**src/rtl/display_scan_driver.sv**
```systemverilog
// -----------------------------------------------------------------------------
// display_scan_driver
//
// Time-multiplexed driver for a 4-digit common-anode 7-segment display.
// A prescaler divides the clock into digit slots of TICKS_PER_DIGIT enabled
// cycles. Each slot starts with BLANK_TICKS cycles of all anodes off, which
// suppresses ghosting while segments switch. Digit codes are captured into
// shadow registers once per frame, at the start of digit 1's slot, so that a
// frame never mixes old and new digit values.
//
// Ports
//   iClk          : clock, rising edge
//   iReset        : synchronous active-high reset
//   iCE           : clock enable; when low, all state and outputs hold
//   ivDisplay1..4 : digit codes, 0-9 numerals, 10-15 blank
//   ovAnode       : active-low anode enables, bit0 = digit 1 .. bit3 = digit 4
//   ovSegments    : active-low segments {g,f,e,d,c,b,a}
//   oFrameStrobe  : one-cycle pulse following each shadow capture
// -----------------------------------------------------------------------------
module display_scan_driver #(
    parameter int TICKS_PER_DIGIT = 50000,
    parameter int BLANK_TICKS     = 500
) (
    input  logic       iClk,
    input  logic       iReset,
    input  logic       iCE,
    input  logic [3:0] ivDisplay1,
    input  logic [3:0] ivDisplay2,
    input  logic [3:0] ivDisplay3,
    input  logic [3:0] ivDisplay4,
    output logic [3:0] ovAnode,
    output logic [6:0] ovSegments,
    output logic       oFrameStrobe
);

    localparam int              P_W     = $clog2(TICKS_PER_DIGIT);
    localparam logic [P_W-1:0]  P_LAST  = P_W'(TICKS_PER_DIGIT - 1);
    localparam logic [P_W-1:0]  P_BLANK = P_W'(BLANK_TICKS);

    // Reject parameter combinations that would break the blanking guarantee.
    generate
        if (TICKS_PER_DIGIT < 4) begin : g_bad_ticks
            $error("display_scan_driver: TICKS_PER_DIGIT must be >= 4");
        end
        if (BLANK_TICKS < 1 || BLANK_TICKS > TICKS_PER_DIGIT - 2) begin : g_bad_blank
            $error("display_scan_driver: BLANK_TICKS must be in 1..TICKS_PER_DIGIT-2");
        end
    endgenerate

    // 7-segment decode, active-low {g,f,e,d,c,b,a}; codes 10-15 blank.
    function automatic logic [6:0] f_decode(input logic [3:0] code);
        logic [6:0] seg;
        case (code)
            4'd0:    seg = 7'h40;
            4'd1:    seg = 7'h79;
            4'd2:    seg = 7'h24;
            4'd3:    seg = 7'h30;
            4'd4:    seg = 7'h19;
            4'd5:    seg = 7'h12;
            4'd6:    seg = 7'h02;
            4'd7:    seg = 7'h78;
            4'd8:    seg = 7'h00;
            4'd9:    seg = 7'h10;
            default: seg = 7'h7F;
        endcase
        return seg;
    endfunction

    logic [P_W-1:0] r_p;
    logic [1:0]     r_d;
    logic [3:0]     r_shadow [4];
    logic [3:0]     r_anode;
    logic [6:0]     r_segments;
    logic           r_strobe;

    logic           w_p_wrap;
    logic           w_capture;
    logic           w_blank;
    logic [3:0]     w_anode_next;
    logic [6:0]     w_seg_next;

    assign w_p_wrap  = (r_p == P_LAST);
    assign w_capture = iCE && (r_p == '0) && (r_d == 2'd0);
    assign w_blank   = (r_p < P_BLANK);

    // Outputs are computed from the current (pre-edge) p, d and shadow
    // state, giving one cycle of latency. Because every slot begins with at
    // least one blank cycle, the anode always passes through 1111 between
    // digits, so two anodes are never low together.
    always_comb begin
        w_anode_next = 4'b1111;
        if (!w_blank) begin
            w_anode_next[r_d] = 1'b0;
        end
    end

    assign w_seg_next = f_decode(r_shadow[r_d]);

    always_ff @(posedge iClk) begin
        if (iReset) begin
            r_p         <= '0;
            r_d         <= 2'd0;
            r_shadow[0] <= 4'd10;
            r_shadow[1] <= 4'd10;
            r_shadow[2] <= 4'd10;
            r_shadow[3] <= 4'd10;
            r_anode     <= 4'b1111;
            r_segments  <= 7'h7F;
            r_strobe    <= 1'b0;
        end else if (iCE) begin
            r_p <= w_p_wrap ? '0 : r_p + 1'b1;
            if (w_p_wrap) begin
                r_d <= r_d + 2'd1;
            end
            if (w_capture) begin
                r_shadow[0] <= ivDisplay1;
                r_shadow[1] <= ivDisplay2;
                r_shadow[2] <= ivDisplay3;
                r_shadow[3] <= ivDisplay4;
            end
            r_anode    <= w_anode_next;
            r_segments <= w_seg_next;
            r_strobe   <= w_capture;
        end else begin
            // Everything else holds; the strobe is a pulse and must not
            // stretch across a stalled cycle.
            r_strobe <= 1'b0;
        end
    end

    assign ovAnode      = r_anode;
    assign ovSegments   = r_segments;
    assign oFrameStrobe = r_strobe;

endmodule

```
**config.mk**
```make
export PLATFORM = sky130hd
export DESIGN_NAME = display_scan_driver
export DESIGN_NICKNAME = d
export VERILOG_FILES = /design/src/rtl/display_scan_driver.sv
export SDC_FILE = /design/constraint.sdc
export NUM_CORES = 1
export LEC_CHECK = 0
export ABC_AREA = 1
export ABC_CLOCK_PERIOD_IN_PS = 3300
export BUFFER_PORTS_ARGS = -buffer_cell sky130_fd_sc_hd__buf_2
export CELL_PAD_IN_SITES_DETAIL_PLACEMENT = 0
export CELL_PAD_IN_SITES_GLOBAL_PLACEMENT = 1
export CORE_MARGIN = 2
export CORE_UTILIZATION = 30
export CTS_BUF_LIST = sky130_fd_sc_hd__clkbuf_16
export DETAILED_ROUTE_END_ITERATION = 7
export MAX_ROUTING_LAYER = met4
export PLACE_DENSITY = 0.59
export SYNTH_ARGS = -nofsm -noshare
export SYNTH_HDL_FRONTEND = slang
export SYNTH_SLANG_ARGS = --single-unit
```
**constraint.sdc**
```tcl
create_clock -name iClk -period 3.3 [get_ports iClk]
set_input_delay 0.825 -clock iClk [delete_from_list [all_inputs] [get_ports iClk]]
set_output_delay 0.825 -clock iClk [all_outputs]
set_load 0.03 [all_outputs]
```
# Yosys cells after proc, flatten, opt, wreduce, memory -nomap -nowiden
# Memories as Yosys holds them, arrays and structs flattened. A register that Yosys moved wholly into a read port is not among the register bits.
# Index checks and enable logic that the tools add are counted.
[word_totals]
output_inout_bits = 12
n_memories = 2
mem_bits_rw = 16
register_bits = 23
mem_bits_ro = 112
inputBits = 19
word_cells = 41
[mem_list]
columns = ["name", "words", "word_bits", "rd", "rd_clocked_by_memory_dff", "wr", "line_no", "rtl"]
rows = [
  ["(name not given)", 16, 7, 1, 1, 0, "53", "case (code)"],
  ["r_shadow", 4, 4, 1, 1, 4, "71", "logic [3:0] r_shadow [4];"],
]
[classes]
eq_ne = 1
reduce_logical = 7
n_lt_le_gt_ge = 3
add_sub_neg = 2
n_mux = 16
bitwise = 6
[ops]
columns = ["cell", "count"]
rows = [
  ["2-to-1 mux 4 bit", 5],
  ["adder 16 x 1 -> 16 bit, second input constant", 1],
  ["equality test 16 bit, second input constant", 1],
  ["logical NOT 16 bit", 1],
  ["< comparator 16 x 9 -> 1 bit, second input constant", 1],
  ["2-to-1 mux 16 bit", 1],
  ["2-to-1 mux 1 bit", 7],
  ["2-to-1 mux 2 bit", 2],
  ["inverter 4 bit", 1],
  ["OR 1 bit", 4],
  ["logical AND 1 bit", 3],
  ["< comparator 2 x 3 -> 1 bit, second input constant", 1],
  ["adder 2 x 1 -> 2 bit, second input constant", 1],
  ["demux 1 bit (select 2 bit)", 1],
  ["greater-or-equal comparator 2 x 1 -> 1 bit, second input constant", 1],
  ["logical NOT 2 bit", 1],
  ["AND reduction 2 bit", 1],
  ["OR reduction 2 bit", 1],
  ["inverter 1 bit", 1],
]

# Logic depth before layout (Yosys ltp)
[depth]
depth_word = 8
ltp_mapped = 12
ltp_nobuf = 11

# Worst setup path after synthesis
# Ideal clock, no wire load.
[synth_timing]
path_kind = "input to register"
startpoint = "in iCE"
endpoint = "mem r_shadow[0][0], enable pin"
path_stages = 5
setup_slack_ps = 1311
required_ps = 2928
setup_time_ps = 372
arrival_ps = 1617
n_path_buf = 1
cell_sequence = "buf_4 nand4_2 nor2_4 nand2_1 nand2_1"
[synth_rtl]
columns = ["element", "line_no", "rtl"]
rows = [
  ["from (decl)", "26", "input logic iCE,"],
  ["to (decl)", "71", ""],
]

==> impl_metrics.ini <==
[timing]
timing_hold_violations_final = 0
final.period_utilization_pct = 62.31
fin_setup_tns_ns = 0
timing.fmax_ghz = 0.4864
worst_slew_pin_slew_ns = 0.6506
timing_max_transition_violations_final = 0
finalClockSkew_ns = 0.005606
hold_ws_ns = 0.4629
setup_viol = 0
slew-limit-headroom_pct = 56.52
rsz_0062_raised_after_global_routing = no
fin_crit_ns = 2.056

[place]
routabilityCongestion = 0.7442
detailed_place_hpwl_mm = 4.153
port_buffers = 30
placed_area_um2 = 2784

[setup_path]
timing.setup.critical_path_class = primary input to register
timing.critical_path.max_delay_family = simple AND/OR/NAND/NOR gates
critPathBufInv = 1
cp_slowest_stage_delay_ns = 0.48
cp-startpoint = iCE
timing.critical_path.required_ns = 3.22
r2r_start = r_d[0]
worst_setup_ep_type = register
cp-start-kind = primary input
path_max_fanout = 18
crit_arrival_ns = 1.97
cpMaxStageDelayCell = nand2_1
path_cells = buf_2 > nand4_2 > nor2_4 > nand2_1 > nand2_1
timing.critical_path.mode_cell = nand2_1

[global_route]
grt_pass1_wl_mm = 8.990
globalRoute.totalOverflow = 0
maximum_number_of_pins_on_one_net_before_global_route_repair = 19
number_of_global_route_vias_before_repair = 1908
grt_antenna_before_repair = 0
track_usage_pct = 13.23

[clocking]
clock_tree.htree_level_count = 2
postCtsSetupBuffers = 0
cts_sinks = 48
clock_tree.root_cell = clkbuf_16
clk_latency_ns = 0.29
tritoncts = done
cts_hold_repair.buffers = 0
clkTransAtPathRegs_ns = 0.06
post_cts_resized = 0
cts-buffers-inserted = 5
ctsLongestPathBuffers = 2

[synthesis]
syn-instance-count = 327
synth_cell_types = 32
synth_area_per_inst_um2 = 7.744
postSynthNetCount = 357
yosysWarningCount = 0
ys_seq_elements = 48
syn-cell-area_um2 = 2532
synth.yosys.seq_area_share_pct = 44.27

[drt]
dr.pass1.iters = 4
drt_wl_total_mm = 5.472
vias = 2041
post-route-drc-count = 0
detail-route-antenna-nets = 0
drtIter0Drc = 63
final_routed_wire_length_divided_by_cell_count_um = 11.77
post_drt_via_cell_ratio = 4.389

[worst_hold_path]
hold_path_class = register to register
hold_path.startpoint = ovSegments[6]

[finish]
fin_area_um2 = 2948
multi_input_logic_area_um2 = 1240
area_delta_synth_final_pct = 16.40
n_fill_cell = 889
post_route_cells_drive_above_1_share_pct = 17.78
layout.nets = 389
antennaDiodeCount = 0
ff_latch_area_um2 = 1121

[power_and_ir_drop]
power.switching_fraction_pct = 22.76
clockPowerShare_pct = 42.4
p_per_area_nw_per_um2 = 452.5
comb_power_share_pct = 9.3
leakage_nw = 1.268
p_sw_mw = 0.3036
irDropWorstVdd_mv = 0.1958
intPower_mw = 1.030
register_share_of_total_power_pct = 48.3

[floorplan]
die-area_um2 = 9192
dieWidth_um = 95.88
fp.dieH_um = 95.88
start_util_pct = 30.82
row_count = 33
ios = 31
core_um2 = 8217

[run_status]
status = completed

[run]
cap_violations = 0
final cells by class:
class / count / share of cell area (%)
multi-input combinational: 238 / 42.06
tap: 105 / 4.457
inverter: 35 / 4.542
clock buffer: 5 / 4.244
timing repair buffer: 31 / 5.348
clock inverter: 3 / 1.316
sequential: 48 / 38.03
power by group through the flow:
stage | clock (mW) | sequential [mW] | combinational (mW)
6_report | 0.565 | 0.644 | 0.124
5_1_grt | 0.606 | 0.646 | 0.141
4_1_cts | 0.581 | 0.644 | 0.127
3_5_place_dp | 0 | 0.658 | 0.127
3_3_place_gp | 0 | 0.658 | 0.127
2_1_floorplan | 0 | 0.673 | 0.0721
placed cells by master (no fill, tap or decap), types with 2 or more instances in the layout:
cell type,count
a21oi_1,16
clkbuf_16,5
nand3_1,20
nor2_4,4
nand2_1,96
o21ai_0,4
nand3_2,2
edfxtp_1,16
nor3_1,5
inv_1,33
inv_2,2
ha_1,11
buf_2,30
nand3b_1,5
xor2_1,4
nor2_2,7
o21ai_1,2
or2_1,8
nand2_2,5
nor2_1,40
dfxtp_1,32
o211ai_1,2
tightest hold or removal path: cells and delay by family, from the launching register on:
kind | cells | cell delay [ns]
flip-flops | 1 | 0.32
AND/OR/NAND/NOR | 1 | 0.05
AO/OA/AOI/OAI | 1 | 0.06
state kept, by name (all words and copies together), names as in the netlist, named ones only:
register      cells
r_d               2
r_p              16
oFrameStrobe      1
ovAnode           4
ovSegments        7
r_shadow         16
final timing paths:
path	end	slack, ns	depth (start not counted)
worst max-delay path	r_shadow[1][1]	1.24	5
worst min-delay path	ovSegments[6]	0.46	2
worst max register to register	r_shadow[1][1]	1.42	6
worst min register to register	ovSegments[6]	0.46	2
logic make-up (layout without fill, tap and decap cells):
family / count (synthesis) / count (layout) / share of synthesized area (%)
adders and majority gates: 11 / 11 / 5.435
DFF: 48 / 48 / 44.27
xor gates and xnor gates: 5 / 5 / 1.729
AOI/OAI and AO/OA: 25 / 25 / 5.435
buffers and inverters: 41 / 74 / 6.769
and+or+nand+nor: 197 / 197 / 36.36
stage by stage:
step	total power, mW	setup slack (ns)	cells	utilization [%]
after CTS	1.353	1.220	465	35.88
after global routing	1.393	1.113	465	35.88
after global placement	0.7849	0.9178	457	33.88
after detailed placement	0.7845	0.9140	457	33.88
final	1.334	1.244	465	35.88
after floorplan	0.7456	1.311	327	-
cells in the mapped netlist (all sizes together):
master / count / area, um2
nand2: 102 / 402.9
nor2: 51 / 239.0
inv: 35 / 133.9
dfxtp: 32 / 640.6
nand3: 23 / 137.6
a21oi: 16 / 80.08
edfxtp: 16 / 480.5
ha: 11 / 137.6
or2: 8 / 50.05
nor3: 6 / 35.03
o21ai: 6 / 30.03
nand3b: 5 / 37.54
buf: 4 / 30.02
xor2: 4 / 35.03
clkbuf: 2 / 7.510
nand4: 2 / 18.77
o211ai: 2 / 15.01
o31ai: 1 / 12.51
xnor2: 1 / 8.760
layer usage:
metal	wire [um]	GRT usage, %
met1	2657	16.42
met2	2570	21.62
met3	186	2.897
met4	57	3.929
met5	0	-
Note: power is estimated with default switching activity, not from simulation.
